## src/rtl/scr1_mon_pkg.sv

```systemverilog
// Shared types and constants for the IMEM opcode monitor: event record,
// IMEM response encodings and the default (BNE) match/mask pair.
package scr1_mon_pkg;

   typedef struct packed {
      logic [2:0]  ch;
      logic [31:0] pc;
   } scr1_mon_evt_s;

   localparam logic [1:0]  SCR1_IMEM_RESP_OKAY = 2'b01;
   localparam logic [1:0]  SCR1_IMEM_RESP_ERR  = 2'b10;

   localparam logic [31:0] SCR1_MON_BNE_MATCH  = 32'h0000_1063;
   localparam logic [31:0] SCR1_MON_BNE_MASK   = 32'h0000_707F;

endpackage

```

## src/rtl/scr1_mon_evt_fifo.sv

```systemverilog
// Synchronous event FIFO with extra-MSB pointers. A push into a full FIFO is
// accepted only when the head is popped in the same cycle; otherwise it is dropped.
module scr1_mon_evt_fifo
   import scr1_mon_pkg::*;
#(
   parameter int DEPTH = 8
)
(
   input  logic          clk,
   input  logic          rst,
   input  logic          push,
   input  scr1_mon_evt_s push_data,
   input  logic          pop,
   output scr1_mon_evt_s head,
   output logic          full,
   output logic          empty,
   output logic          drop
);

   localparam int AW = $clog2(DEPTH);

   scr1_mon_evt_s mem [DEPTH];
   logic [AW:0]   wr_ptr;
   logic [AW:0]   rd_ptr;
   logic          push_en;
   logic          pop_en;

   assign empty   = (wr_ptr == rd_ptr);
   assign full    = (wr_ptr[AW] != rd_ptr[AW]) && (wr_ptr[AW-1:0] == rd_ptr[AW-1:0]);
   assign pop_en  = pop & ~empty;
   assign push_en = push & (~full | pop_en);
   assign drop    = push & full & ~pop_en;

   always_ff @(posedge clk) begin
      if (rst) begin
         wr_ptr <= '0;
         rd_ptr <= '0;
      end else begin
         if (push_en) wr_ptr <= wr_ptr + (AW+1)'(1);
         if (pop_en)  rd_ptr <= rd_ptr + (AW+1)'(1);
      end
   end

   // Storage needs no reset: the head is masked to zero whenever the FIFO is empty.
   always_ff @(posedge clk) begin
      if (push_en) mem[wr_ptr[AW-1:0]] <= push_data;
   end

   assign head = empty ? '0 : mem[rd_ptr[AW-1:0]];

endmodule

```

## src/rtl/scr1_imem_opcode_monitor.sv

```systemverilog
// Passive IMEM response monitor: classifies valid fetched words against N_CH
// match/mask channels, keeps saturating hit counters and queues {ch, pc} events.
module scr1_imem_opcode_monitor
   import scr1_mon_pkg::*;
#(
   parameter int                   N_CH       = 4,
   parameter logic [N_CH*32-1:0]   CH_MATCH   = {N_CH{SCR1_MON_BNE_MATCH}},
   parameter logic [N_CH*32-1:0]   CH_MASK    = {N_CH{SCR1_MON_BNE_MASK}},
   parameter int                   CNT_W      = 16,
   parameter int                   FIFO_DEPTH = 8
)
(
   input  logic                    clk,
   input  logic                    rst,
   input  logic [1:0]              imem_resp_i,
   input  logic [31:0]             imem_rdata_i,
   input  logic [31:0]             curr_pc_i,
   input  logic                    clr_i,
   input  logic                    evt_rdy_i,
   output logic                    evt_vld_o,
   output logic [2:0]              evt_ch_o,
   output logic [31:0]             evt_pc_o,
   output logic [N_CH*CNT_W-1:0]   hit_cnt_o,
   output logic                    ovf_o,
   output logic                    err_o
);

   logic                valid;
   logic [N_CH-1:0]     hit;
   logic [2:0]          hit_ch;
   logic                flush;
   logic [CNT_W-1:0]    cnt [N_CH];
   scr1_mon_evt_s       push_evt;
   scr1_mon_evt_s       head_evt;
   logic                fifo_full;
   logic                fifo_empty;
   logic                fifo_drop;

   assign valid = (imem_resp_i == SCR1_IMEM_RESP_OKAY);
   assign flush = rst | clr_i;

   always_comb begin
      hit = '0;
      for (int k = 0; k < N_CH; k++) begin
         hit[k] = valid & ((imem_rdata_i & CH_MASK[32*k +: 32]) ==
                           (CH_MATCH[32*k +: 32] & CH_MASK[32*k +: 32]));
      end
   end

   // Descending scan so the lowest-numbered hitting channel wins.
   always_comb begin
      hit_ch = '0;
      for (int k = N_CH-1; k >= 0; k--) begin
         if (hit[k]) hit_ch = 3'(k);
      end
   end

   always_ff @(posedge clk) begin
      if (flush) begin
         for (int k = 0; k < N_CH; k++) cnt[k] <= '0;
      end else begin
         for (int k = 0; k < N_CH; k++) begin
            if (hit[k] && (cnt[k] != {CNT_W{1'b1}})) cnt[k] <= cnt[k] + CNT_W'(1);
         end
      end
   end

   always_ff @(posedge clk) begin
      if (flush) begin
         ovf_o <= 1'b0;
         err_o <= 1'b0;
      end else begin
         if (fifo_drop) ovf_o <= 1'b1;
         if (imem_resp_i == SCR1_IMEM_RESP_ERR) err_o <= 1'b1;
      end
   end

   assign push_evt.ch = hit_ch;
   assign push_evt.pc = curr_pc_i;

   scr1_mon_evt_fifo #(
      .DEPTH (FIFO_DEPTH)
   ) u_evt_fifo (
      .clk       (clk),
      .rst       (flush),
      .push      (|hit),
      .push_data (push_evt),
      .pop       (evt_rdy_i),
      .head      (head_evt),
      .full      (fifo_full),
      .empty     (fifo_empty),
      .drop      (fifo_drop)
   );

   assign evt_vld_o = ~fifo_empty;
   assign evt_ch_o  = head_evt.ch;
   assign evt_pc_o  = head_evt.pc;

   for (genvar g = 0; g < N_CH; g++) begin : g_cnt_out
      assign hit_cnt_o[CNT_W*g +: CNT_W] = cnt[g];
   end

endmodule
```

## config.mk

```make
export PLATFORM = sky130hd
export DESIGN_NAME = scr1_imem_opcode_monitor
export DESIGN_NICKNAME = d
export VERILOG_FILES = /design/src/rtl/scr1_mon_pkg.sv /design/src/rtl/scr1_mon_evt_fifo.sv /design/src/rtl/scr1_imem_opcode_monitor.sv
export SDC_FILE = /design/constraint.sdc
export NUM_CORES = 1
export LEC_CHECK = 0
export ABC_AREA = 1
export CAP_MARGIN = 20
export CORE_MARGIN = 8
export CORE_UTILIZATION = 50
export DETAILED_ROUTE_END_ITERATION = 8
export PLACE_DENSITY = 0.73
export SETUP_SLACK_MARGIN = 0.4
export SLEW_MARGIN = 30
export SYNTH_ARGS = -nofsm -noshare
export SYNTH_HDL_FRONTEND = slang
export SYNTH_SLANG_ARGS = --single-unit
export TNS_END_PERCENT = 50
```

## constraint.sdc

```tcl
create_clock -name clk -period 5.2 [get_ports clk]
set_input_delay 0.52 -clock clk [delete_from_list [all_inputs] [get_ports clk]]
set_output_delay 0.52 -clock clk [all_outputs]
set_load 0.02 [all_outputs]
```

==> results.yml, run 1 <==
pwr:
  power_switching_mw: 1.11
  clock_power_share_pct: 42.5
  total_leakage_power_nw: 5.69
  internal_power_mw: 4.38
  power_density_nw_per_um2: 316
  combPwrFrac_pct: 3.2
  switching_share_pct: 20.3
  ir_worst_vdd_v: 0.000255
  power_mw: 5.49
  pwr-share-seq_pct: 54.3
clocking:
  cts_setup_buffers: 0
  clock_path_buffers: 3
  cts_buffers: 35
  cts_tree: "yes"
  clkLatencyLatePin_ns: 0.53
  postCtsHoldBufs: 0
  clkSlewWorstSetupHoldPaths_ns: 0.05
  cts_resized: 0
  root_buffer: "clkbuf_16"
  cts_sinks: 333
  h-tree-depth: 2
sta:
  drv_slew: 0
  max_freq_mhz: 245
  worst_pin_slew_ns: 0.905
  fin_skew_ns: 0.0199
  slew_headroom_pct: 39.7
  fin_tns_setup_ns: 0
  whs_ns: 0.484
  final-hold-violation-count: 0
  min_period_ns: 4.08
  period_share_pct: 78.4
  setup_slack_ns: 1.12
  rsz0062_at_grt: "false"
  setup_violations: 0
detailed_routing:
  avgRoutedWirePerCell_um: 17.3
  drc: 0
  drt_iter0_markers: 665
  wirelength_um: 30700
  num_vias: 9361
  postRouteAntennaNets: 0
  drtPass1Iterations: 5
  vias_per_cell: 5.26
floorplanning:
  core-area_sq_um: 28600
  fp.dieH_um: 186
  ios: 172
  die_w_um: 186
  row_count: 62
  start_util_pct: 50.6
  die_area_sq_um: 34600
global_routing:
  grt_usage_pct: 17.7
  grt_pass1_wl_um: 48400
  antenna_found_initial: 1
  grt_overflow_total: 0
  grt_max_degree: 97
  grt_pass1_vias: 9231
finish:
  drive_gt1_share_pct: 8.61
  synthToLayoutAreaGrowth_pct: 20.3
  utilization_pct: 60.8
  fin_area_sq_um: 17400
  final_cells: 1778
  fin_nets: 1443
  nFillCells: 2178
yosys:
  synth_simple_gate_area_share_pct: 14.4
  synth_most_common_cell: "edfxtp_1"
  synth_top_family_by_area: "simple AND/OR/NAND/NOR gates"
  synthFlopType: "edfxtp_1"
  yosysSeqAreaShare_pct: 68.2
  ys_top_cells_by_area: "edfxtp_1, nor2_1, o21ai_0, mux2i_1, nand2_1"
  netlist_area_sq_um: 14500
  synth_cell_type_count: 38
  synth.mux.area_fraction_pct: 2.21
  synth-async-reset-ratio_pct: 0
  synthCells: 1224
  synth-xor-area-share_pct: 3.03
  synth.avg_cell_area_sq_um: 11.8
  synthAdderAreaFrac_pct: 0.519
  ys_ff_latch: 333
  synth_compound_area_share_pct: 7.40
  ys_warn_count: 0
  synth_top_area_share_pct: 66.4
  synth-edff-count: 320
  yosys.area.top_type: "edfxtp_1"
  synth_common_cells: "edfxtp_1, nor2_1, o21ai_0"
worst_setup_path:
  worst_ep_arrival_time_ns: 3.56
  endpoint_kind: "output port"
  worstPathMaxFanout: 77
  crit_family: "buffers and inverters"
  cp-start-kind: "flip-flop"
  crit_type: "reg -> out"
  crit_chain: "inv_2 -> buf_4 -> o21ai_0 -> o21ai_0 -> o21ai_0 -> nor2_1 -> clkdlybuf4s50_1"
  cpMostUsedCell: "o21ai_0"
  critPathRequiredTime_ns: 4.68
  critical-path-max-stage-delay_ns: 0.91
  crit_buf_inv: 3
  slowest_stage: "dfxtp_4"
min_path:
  hold_class: "reg -> reg"
placement:
  io_buffer_count: 146
  hpwl_um: 18300
  place_area_sq_um: 16300
  routabilityCongestion: 0.839
  dp_cells: 1712
  preCtsSetupSlack_ns: 1.61
status:
  outcome: "completed"
flow_run:
  cap_viol_max_count: 0
[sequential cells by signal, summed over array words and instances (netlist names), named ones only]
signal and cells:
u_evt_fifo.mem 256, err_o 1, u_evt_fifo.rd_ptr 4, ovf_o 1
u_evt_fifo.wr_ptr 4, cnt 64
[power by group through the flow]
stage	registers (mW)	logic (mW)	clock network, mW
after floorplan	3.06	0.0416	0
after global placement	3.04	0.172	0
after detailed placement	3.04	0.175	0
after CTS	2.98	0.177	2.37
after global routing	2.99	0.188	2.47
final	2.98	0.175	2.34
[kinds of logic after synthesis]
kind of cell	Yosys count
AO/OA/AOI/OAI	206
adder cells (fa/ha/maj)	6
other	1
flip-flops	333
AND/OR/NAND/NOR	471
buffers and inverters	125
multiplexers	32
XOR/XNOR	50
[tightest hold or removal path, stage by stage (launching register included)]
cell	delay, ns
dfxtp_1	0.33
nor2_1	0.05
nor2_1	0.07
[placed cells by master (no fill, tap or decap), types with 6 or more instances in the layout]
cell / n
nor2_2: 20
nand2_1: 84
inv_1: 61
o22ai_1: 32
clkdlybuf4s50_1: 146
clkbuf_16: 35
xnor2_1: 20
nand4_1: 6
mux2i_1: 32
nor2_1: 282
edfxtp_1: 320
buf_4: 12
dfxtp_1: 11
a21oi_1: 13
o21ai_1: 13
o21ai_0: 148
nor3_2: 6
xor2_1: 30
clkbuf_1: 13
ha_1: 6
nor2_4: 7
nor3_1: 15
nand3_1: 31
nand3_2: 6
[path summary, 6_finish.rpt]
path	startpoint	endpoint	cells past startpoint	slack, ns
worst max-delay path	flip-flop	evt_pc_o[23]	7	1.12
worst min-delay path	err_o$_SDFFE_PP0N_	err_o$_SDFFE_PP0N_	2	0.48
worst min register to register	err_o$_SDFFE_PP0N_	err_o$_SDFFE_PP0N_	2	0.48
worst max register to register	u_evt_fifo.wr_ptr[1]$_SDFFE_PP0P_	u_evt_fifo.mem[6][10]$_DFFE_PP_	7	2.61
[area by class of cell]
| class | instances | area (sq um) | share of cell area (%) |
|---|---|---|---|
| Inverter | 65 | 244 | 1.40 |
| Multi-Input combinational cell | 768 | 4040 | 23.2 |
| Sequential cell | 333 | 9880 | 56.8 |
| Clock inverter | 13 | 133 | 0.762 |
| Antenna cell | 1 | 2.50 | 0.0144 |
| Clock buffer | 50 | 952 | 5.47 |
| Tap cell | 384 | 480 | 2.76 |
| Timing Repair Buffer | 164 | 1670 | 9.62 |
[per-layer routing]
| metal | vias up | track usage, % | part of all wire [%] |
|---|---|---|---|
| met4 | 0 | 5.46 | 2.2 |
| met2 | 252 | 30.7 | 50 |
| met3 | 46 | 3.20 | 6.1 |
| met1 | 4487 | 22.3 | 42 |
| li1 | 4576 | - | - |
| met5 | - | 0 | 0 |
Power figures use the tool's default switching activity.
==> run 2, diff against run 1 <==
PLACE_DENSITY = 0.75   (was 0.73)
clock period = 3.6 ns   (was 5.2 ns; I/O delays follow)
==> results.yml, run 2 (synthesis results as in run 1) <==
global_routing:
  grt_usage_pct: 18.4
  grtUsageMet1_pct: 22.6
  grt_pass1_vias: 9610
  grt_pass1_wl_um: 50100
  grt_overflow_total: 0
  grtUsageMet3_pct: 3.61
  use_met2_pct: 32.1
  antenna_found_initial: 2
  grt_max_degree: 57
  top_usage_layer: "met2"
clocking:
  root_buffer: "clkbuf_16"
  clkLatencyLatePin_ns: 0.53
  clock_path_buffers: 3
  cts_tree: "yes"
  cts_sinks: 333
  cts_buffers: 35
  clkSlewWorstSetupHoldPaths_ns: 0.06
  h-tree-depth: 2
placement:
  io_buffer_count: 146
  hpwl_um: 18900
  routabilityCongestion: 0.806
  place_area_sq_um: 16400
worst_setup_path:
  critical-path-max-stage-delay_ns: 0.66
  critPathRequiredTime_ns: 3.24
  slowest_stage: "clkdlybuf4s50_1"
  crit_family: "buffers and inverters"
  endpoint_kind: "output port"
  crit_chain: "buf_16 -> nor2_1 -> nor2_1 -> o21ai_0 -> o21ai_0 -> o21ai_0 -> nor2_1 -> clkdlybuf4s50_1"
  crit_buf_inv: 2
  worst_ep_arrival_time_ns: 2.72
  crit_type: "reg -> out"
  cp-start-kind: "flip-flop"
  worstPathMaxFanout: 48
pwr:
  power_mw: 8.14
  power_density_nw_per_um2: 463
  total_leakage_power_nw: 5.80
  ir_worst_vdd_v: 0.000329
floorplanning:
  ios: 172
  fp.dieH_um: 186
  die_area_sq_um: 34600
  die_w_um: 186
  start_util_pct: 50.6
  row_count: 62
  core-area_sq_um: 28600
sta:
  worst_pin_slew_ns: 0.709
  setup_violations: 0
  min_period_ns: 3.08
  whs_ns: 0.474
  period_share_pct: 85.5
  fin_tns_setup_ns: 0
  drv_slew: 0
  rsz0062_at_grt: "true"
  fin_skew_ns: 0.0201
  final-hold-violation-count: 0
  slew_headroom_pct: 52.7
  max_freq_mhz: 325
detailed_routing:
  vias_per_cell: 5.31
  drtPass1Iterations: 5
  avgRoutedWirePerCell_um: 17.7
  wirelength_um: 31700
  drc: 0
  postRouteAntennaNets: 0
  num_vias: 9493
  drt_iter0_markers: 604
flow_run:
  cap_viol_max_count: 0
finish:
  fin_area_sq_um: 17600
  utilization_pct: 61.4
  fin_nets: 1453
  largest_reg_flops: 256
  final_common_cell: "edfxtp_1"
  synthToLayoutAreaGrowth_pct: 21.5
  mostFrequentLayoutCells: "edfxtp_1, nor2_1, o21ai_0"
  drive_gt1_share_pct: 9.62
min_path:
  hold_class: "reg -> reg"
status:
  outcome: "completed"
run 2: changes by cell type in the layout (fill, tap and decap cells not counted), moves of 2 or more:
cell | previous run | this run
clkbuf_8 | 2 | 4
buf_4 | 12 | 19
clkinvlp_4 | 2 | 0
clkinv_4 | 0 | 2
clkbuf_1 | 13 | 9
bufinv_16 | 1 | 3
buf_6 | 0 | 2
run 2: layer usage:
| metal | vias up | part of all wire [%] |
|---|---|---|
| li1 | 4597 | - |
| met1 | 4555 | 41 |
| met2 | 286 | 50 |
| met3 | 53 | 6.4 |
| met4 | 2 | 2.5 |
| met5 | - | 0.041 |
run 2: layout make-up:
cell class / instances / area [sq um]
inverters: 65 / 246
repair buffers: 174 / 1780
diodes: 1 / 2.50
multi-input cells: 768 / 4040
fillers: 2148 / 11000
clock inverters: 15 / 168
well taps: 384 / 480
flip-flops and latches: 333 / 9880
clock buffers: 49 / 990
run 2: where the power goes:
| part | switching (mW) | leakage (nW) | internal (mW) | total [mW] |
|---|---|---|---|---|
| Clock | 1.43 | 0.567 | 2.15 | 3.58 |
| Combinational | 0.140 | 2.11 | 0.115 | 0.256 |
| Sequential | 0.0391 | 3.12 | 4.27 | 4.31 |
| Total | 1.61 | 5.80 | 6.53 | 8.14 |
run 2: repair_timing:
item	4_1_cts	5_1_grt
buffers inserted	2	0
endpoints found under the setup margin	32	13
hold buffers	0	0
gates resized for setup	2	4
gates cloned	1	0
run 2: final timing paths:
path	start	depth (start not counted)	slack, ns	to
max	flip-flop	8	0.52	evt_pc_o[0]
min	err_o$_SDFFE_PP0N_	2	0.47	err_o$_SDFFE_PP0N_
max reg2reg	cnt[0][0]$_SDFFCE_PN0P_	8	1.41	cnt[0][14]$_SDFFCE_PN0P_
min reg2reg	err_o$_SDFFE_PP0N_	2	0.47	err_o$_SDFFE_PP0N_
run 2: tightest hold or removal path, stage by stage, from the launching register on:
cell and delay (ns):
dfxtp_1 0.33, nor2_1 0.05, nor2_1 0.06
run 2: metrics by stage:
stage | cells | worst slack [ns]
finish | 1789 | 0.521
global route | 1789 | 0.386
CTS | 1788 | 0.430
detailed placement | 1721 | 0.717
global placement | 1721 | 0.734
floorplan | 1226 | -0.120
